<file path="config.mk">
export PLATFORM = sky130hd
export DESIGN_NAME = ingress_frame_writer
export DESIGN_NICKNAME = d
export VERILOG_FILES = /design/src/rtl/ingress_frame_writer.sv
export SDC_FILE = /design/constraint.sdc
export NUM_CORES = 1
export LEC_CHECK = 0
export ABC_AREA = 1
export CORE_ASPECT_RATIO = 1.75
export CORE_MARGIN = 2
export CORE_UTILIZATION = 50
export CTS_CLUSTER_DIAMETER = 120
export DETAILED_ROUTE_END_ITERATION = 7
export DONT_BUFFER_PORTS = 1
export PLACE_DENSITY = 0.66
export SYNTH_ARGS = -nofsm -noshare
export SYNTH_HDL_FRONTEND = slang
export SYNTH_SLANG_ARGS = --single-unit
</file>
<file path="constraint.sdc">
create_clock -name clk -period 3.7 [get_ports clk]
set_clock_uncertainty 0.05 [all_clocks]
set_input_delay 0.555 -clock clk [delete_from_list [all_inputs] [get_ports clk]]
set_output_delay 0.555 -clock clk [all_outputs]
set_load 0.02 [all_outputs]
</file>
<file path="src/rtl/ingress_frame_writer.sv">
// ingress_frame_writer: AXIS ingress to frame buffer plus per-frame sideband {end_ptr, tdest}, type filter and length drop.
// Define INGRESS_STATS_EN to add saturating accepted/dropped frame counters.
module ingress_frame_writer #(
   parameter int ADDR_WIDTH   = 11,
   parameter int HDR_TYPE_IDX = 0,
   parameter int MAX_WORDS    = 1024,
   parameter int DEST_WIDTH   = 4
) (
`ifdef INGRESS_STATS_EN
   output logic [15:0]           stat_accepted,
   output logic [15:0]           stat_dropped,
`endif
   input  logic                  clk,
   input  logic                  reset,
   input  logic [15:0]           ingress_tdata,
   input  logic                  ingress_tvalid,
   input  logic                  ingress_tlast,
   input  logic [DEST_WIDTH-1:0] ingress_tdest,
   output logic                  ingress_tready,
   input  logic                  filter_en,
   input  logic [15:0]           filter_type,
   output logic [15:0]           frame_wdata,
   output logic                  frame_wen,
   input  logic                  frame_full,
   input  logic [ADDR_WIDTH:0]   frame_wptr,
   output logic                  frame_wrst,
   output logic [ADDR_WIDTH:0]   frame_rst_wptr,
   output logic [19:0]           sideband_wdata,
   output logic                  sideband_wen,
   input  logic                  sideband_full,
   output logic                  scan_payload
);
   typedef enum logic [2:0] {IDLE, HEADER, PAYLOAD, DROP, COMMIT, REWIND} state_t;
   state_t state, state_n;
   logic [ADDR_WIDTH:0] wcnt, idx, cnt_n, end_ptr;
   logic [DEST_WIDTH-1:0] dest_q;
   logic armed, hs, wr_st, hit, maxed, pre_hdr;
   assign wr_st = state == IDLE || state == HEADER || state == PAYLOAD;
   assign end_ptr = frame_rst_wptr + wcnt;
   assign sideband_wdata = 20'({end_ptr, dest_q});
   assign sideband_wen = state == COMMIT;
   always_comb begin
      idx = state == IDLE ? '0 : wcnt;
      cnt_n = idx + 1'b1;
      hit = filter_en && ingress_tdata == filter_type;
      maxed = int'(cnt_n) >= MAX_WORDS;
      pre_hdr = int'(idx) < HDR_TYPE_IDX;
      // after a rewind the new start pointer lands one cycle later, so hold off until frame_wrst clears
      ingress_tready = state == IDLE ? armed & ~frame_wrst & ~frame_full & ~sideband_full :
                       (state == HEADER || state == PAYLOAD) ? ~frame_full : state == DROP;
      hs = ingress_tvalid & ingress_tready;
      state_n = state;
      case (state)
         IDLE, HEADER: if (hs) state_n = pre_hdr ? (ingress_tlast ? REWIND : HEADER) :
                                         hit ? (ingress_tlast ? REWIND : DROP) :
                                         ingress_tlast ? COMMIT : maxed ? DROP : PAYLOAD;
         PAYLOAD: if (hs) state_n = ingress_tlast ? COMMIT : maxed ? DROP : PAYLOAD;
         DROP: if (hs && ingress_tlast) state_n = REWIND;
         default: state_n = IDLE;
      endcase
   end
   always_ff @(posedge clk or posedge reset) begin
      if (reset) begin
         state <= IDLE;
         armed <= 1'b0;
         wcnt <= '0;
         dest_q <= '0;
         frame_rst_wptr <= '0;
         frame_wdata <= '0;
         frame_wen <= 1'b0;
         frame_wrst <= 1'b0;
         scan_payload <= 1'b0;
      end else begin
         state <= state_n;
         armed <= 1'b1;
         frame_wen <= hs && wr_st;
         if (hs && wr_st) begin
            frame_wdata <= ingress_tdata;
            wcnt <= cnt_n;
         end
         if (hs && state == IDLE) begin
            frame_rst_wptr <= frame_wptr;
            dest_q <= ingress_tdest;
         end
         frame_wrst <= state == REWIND;
         scan_payload <= state == PAYLOAD;
      end
   end
`ifdef INGRESS_STATS_EN
   always_ff @(posedge clk or posedge reset) begin
      if (reset) begin
         stat_accepted <= '0;
         stat_dropped <= '0;
      end else begin
         if (state == COMMIT && stat_accepted != 16'hFFFF) stat_accepted <= stat_accepted + 1'b1;
         if (state == REWIND && stat_dropped != 16'hFFFF) stat_dropped <= stat_dropped + 1'b1;
      end
   end
`endif
endmodule

</file>
== After elaboration in Yosys (flattened, before gate mapping) ==
Index checks and enable logic that the tools add are counted.
Storage, ports and cells
  input bits: 55
  latch bits: 0
  bits in read-only memories: 0
  bits in writable memories: 0
  memories: 0
  register bits: 51
Cells by class
  bitwise operators: 7
  reduce and logical (&&, ||, !) cells: 10
  $lt $le $gt $ge: 1
  equality and inequality tests: 9
  $mul: 0
  shifts and indexed selects: 0
  $add $sub $neg: 2
  divide/modulo/power cells: 0
  mux-type cells: 11
Operators by type and width (number)
  2-to-1 mux 3 bit: 6
  equality test 16 bit: 1
  adder 12 x 1 -> 12 bit (second input constant): 1
  adder 12 bit: 1
  greater-or-equal comparator 12 x 11 -> 1 bit (second input constant): 1
  2-to-1 mux 12 bit: 1
  one-hot mux 3 bit (3 select lines): 1
  equality test 3 x 2 -> 1 bit (second input constant): 2
  equality test 3 bit (second input constant): 2
  AND 1 bit: 4
  logical AND 1 bit: 4
  inequality test 2 bit (second input constant): 2
  equality test 3 x 1 -> 1 bit (second input constant): 1
  logical NOT 3 bit: 1
  logical OR 1 bit: 3
  2-to-1 mux 1 bit: 3
  inverter 1 bit: 3
  AND reduction 3 bit: 1
  inequality test 2 x 1 -> 1 bit (second input constant): 1
  OR reduction 2 bit: 1

== Depth between registers and ports, before layout ==
  word-level depth: 9
  gate-level depth with buffers: 11
  mapped depth without buffers: 10

== Worst setup path before layout ==
Ideal clock, no wire load.
  kind: register -> output
  from: register frame_rst_wptr[0]
  to: output sideband_wdata[12]
  arrival: 2.014 ns
  stages on the path, launching flop included: 11
  slack: 1.081 ns
  buffers on the path: 0
  required time: 3.095 ns
  path through: dfrtp_1 > ha_1 > inv_1 > fa_1 > o21ai_0 > nand2_1 > nand2_1 > nand2_1 > nand2_1 > a21oi_1 > xor2_1
Between the ends
  word-level cells in the longest chain between the ends: 1
RTL lines
  start: declaration: RTL line 27  | output logic [ADDR_WIDTH:0] frame_rst_wptr,
  start signal: assignment: RTL line 82  | frame_rst_wptr <= frame_wptr;
  adder 12 bit: RTL line 39  | assign end_ptr = frame_rst_wptr + wcnt;
  end: declaration: RTL line 28  | output logic [19:0] sideband_wdata,
No other way between the ends.

== Final worst setup path ==
Ends and elaborated chain as after synthesis.

==> results.txt <==
Synthesized-area fraction occupied by ao, oa, aoi and oai cells: 0.0663. Dividing total power by cell area gives a power density of 819 nW/um^2. The fraction of registers with async set or reset after synthesis is 1.00, and the share of synthesized area spent on multiplexers is 0. The H-tree depth reported by CTS came out at 2.

The area fraction in and, or, nand and nor cells after synthesis works out to 0.316. The slowest stage of the critical path belongs to the cell dfrtp_1. The tools report the total I/O pin count as 108. By count the netlist is led by nand2_1, dfrtp_1, inv_1. The path category of the worst min-delay check was input port to flop.

Final number of setup-violating endpoints: 0. Critical path's most frequent cell: nand2_1. After clock tree synthesis, the repair step resized 0 gates. In this run the static leakage power is 1.68 nW. The area added between synthesis and finish was 2.95%; the pin slew with the least headroom to its limit was 1.07 ns. At the worst endpoint, the required time is 3.09 ns. The adder and majority cell fraction of the synthesized area was 0.0510. Across all setup checks in the final design, the least slack found is 0.530 ns. The relative slew slack is 0.286, and the total iterations of the first detailed-routing run is 4.

The biggest area contributor in the post-synthesis netlist is dfrtp_1. The core region is 5930 sq um. The sum of negative setup slack was 0 ns. The tools report the post-CTS setup buffer count as 0. Final weighted congestion in routability-driven placement: 0.844.

The final period utilization works out to 0.857. After synthesis, the largest family of logic cells by area is simple AND/OR/NAND/NOR gates. After clock tree synthesis, the flow added hold-fix buffers numbering 0. The switching part of the total is 0.535, and the pin count of the biggest net entering global routing is 52. After global routing the overflow that remains totals 0. Max-cap violations in this run came to 0. In the final routed layout, each cell accounts on average for 14.8 um. For the sequential-to-total area share from yosys stat, the log shows 0.413.

The routed design has 7110 um of wire. The critical path is of the flop to output port type. The die span in x is 63.5 um, and the average cell area after synthesis is 7.64 sq um. The fraction of final layout cells sized beyond drive strength 1 came out at 0.0622.

The signal on the critical path passes through ha_1 -> inv_1 -> fa_1 -> o21ai_0 -> nand2_1 -> nand2_1 -> nand2_1 -> nand2_1 -> a21oi_1 -> xor2_1. The tools report the total vias in the final route as 2564. DRC violation total after the first TritonRoute iteration: 85. XOR/XNOR share of the synthesized area: 0.0680. Cell at the root of the clock tree: clkbuf_8. The fraction of power consumed by sequential logic was 0.455. In this run the vertical extent of the chip is 108 um.

The tools report the endpoint class of the critical path as an output port. The tools report the share of total power in the clock network as 0.130. The sequential cells in the finished layout cover a total of 1280 sq um.

Maximum buffer depth of the clock tree: 2. The total of fill cells in the finished design is 601, and the area share of the largest cell type after synthesis is 0.413. Aggregate global-route resource usage: 0.220. The final number of max-transition violations was 0; the worst ir drop on vdd was 0.408 mV. The cell row count was 37. The utilization after layout was 0.537; the area of combinational cells with multiple inputs was 1570 sq um.

The run gives 0 as the total count of hold-check failures in the final report. After clock tree synthesis, the clock-pin slew on the worst setup and hold paths is 0.10 ns. Synthesis produced 405 cells.

The run finished with clean final reports. The internal portion of the total power is 0.00121 W. Yosys mapped a number of flops with a built-in enable equal to 0. The tools report the clock sink count as 51. For this run, the leading register cell type out of synthesis is dfrtp_1. The most frequently used cell type in the post-synthesis netlist is nand2_1. After synthesis the netlist holds a flip-flop and latch count of 51. Along the worst path, the maximum fanout reaches 3. The number of clock buffers added by TritonCTS is 5. For the final total power, the log shows 0.00261 W. The netlist uses 35 different library cells. The run gives 0 as the yosys synthesis warning count.

For the upper clock frequency limit, the log shows 315 MHz. TritonCTS built the clock tree. The starting density of the core is 0.522, and the final layout net count is 468. The delay of the slowest critical-path stage is 0.52 ns. Before CTS, the worst setup slack after placement is 0.899 ns. Dividing the detail-routed via count by the number of cells gives 5.34.

The logs give 0 for the initial antenna violation count and 0.415 for the portion of total power attributed to combinational logic. After synthesis, the cell types taking the most area are dfrtp_1, nand2_1, nand3_1. 0 antenna diodes ended up in the layout. The later pin in the worst-skew pair is clocked with a latency of 0.32 ns. The die covers 6860 sq um. The net switching component of the power was 0.00140 W; the wire length of the first global-routing pass was 11700 um. Input and output buffers added on the ports amount to 0.

Setup repair after global routing left no endpoint under its margin. The area of the mapped netlist is 3090 sq um, and the antenna violation net count after detailed routing is 0. Arrival time of data at the critical path endpoint: 2.56 ns. The internal reg-to-reg setup slack was 1.38 ns; the half-perimeter wire length of the detailed placement result was 5340 um.

In the routed design, unresolved DRC markers number 0. The worst setup path is launched from a flop. The via count of the first global-routing pass was 2624; the time the final worst path needs with I/O delays and setup was 3.17 ns.
==> power groups by stage <==
stage               logic [W]  registers, W  clock network, W
global placement      0.00107       0.00120                 0
CTS                   0.00110       0.00119          0.000351
floorplan            0.000975       0.00112                 0
global route          0.00123       0.00121          0.000370
finish                0.00108       0.00119          0.000339
detailed placement    0.00110       0.00120                 0
==> cells by family (layout without fill, tap and decap cells) <==
family / after synthesis / in the layout
compound gates: 36 / 36
xor+xnor: 24 / 24
fa+ha+maj: 12 / 12
buf+inv: 54 / 48
flops: 51 / 51
other cells: 2 / 5
simple gates: 226 / 226
==> state kept, by name, indices dropped and copies added, names as in the netlist <==
| name | flops |
|---|---|
| dest_q | 4 |
| frame_wdata | 16 |
| wcnt | 12 |
| frame_wen | 1 |
| scan_payload | 1 |
| frame_wrst | 1 |
| state | 3 |
| frame_rst_wptr | 12 |
| armed | 1 |
==> path summary, 6_finish.rpt <==
check / startpoint / to / cells after the start
worst max-delay path: frame_rst_wptr[0]$_DFFE_PP0P_ / sideband_wdata[12] / 10
max in group asynchronous: reset / frame_wdata[0]$_DFFE_PP0P_ / 1
worst max register to register: state[1]$_DFFE_PP0P_ / wcnt[4]$_DFFE_PP0P_ / 8
worst min register to register: state[0]$_DFFE_PP0P_ / scan_payload$_DFF_PP0_ / 1
min in group asynchronous: reset / frame_wrst$_DFF_PP0_ / 1
worst min-delay path: ingress_tdata[11] / frame_wdata[11]$_DFFE_PP0P_ / 2
==> cells in the final DEF, fill, tap and decap left out, drive strengths merged, types with 3 or more instances in the layout <==
master	n
nor2	27
clkbuf	5
xnor2	6
inv	40
xor2	18
clkinv	3
dfrtp	51
nand3	35
nand4	6
o21ai	19
nor3	4
conb	5
ha	11
a21oi	13
nand2	150
==> worst max-delay path, delay by kind of cell (launching register included) <==
family / cells / cell delay (ns)
compound gates: 2 / 0.37
xor+xnor: 1 / 0.37
fa+ha+maj: 2 / 0.63
buf+inv: 1 / 0.06
flops: 1 / 0.52
simple gates: 4 / 0.31
==> stage by stage <==
stage	hold slack [ns]	cell area, sq um	cells
floorplan	0.400	3100	408
global placement	0.432	3090	472
global route	0.286	3180	480
finish	0.289	3180	480
detailed placement	0.432	3090	472
CTS	0.279	3180	480
==> layer usage <==
layer	part of all wire	track usage	vias up	wire (um)
li1	-	-	1263	-
met1	0.36	0.209	1210	2590
met2	0.55	0.430	82	3930
met3	0.055	0.0541	9	393
met4	0.028	0.104	0	201
met5	0	0	-	0
==> layout make-up <==
cell class | count | area share
multi-input combinational | 303 | 0.492
tap | 78 | 0.0306
sequential | 51 | 0.401
clock buffer | 5 | 0.0216
clock inverter | 3 | 0.00707
inverter | 40 | 0.0475
No activity file was read; power rests on OpenSTA's default activity.
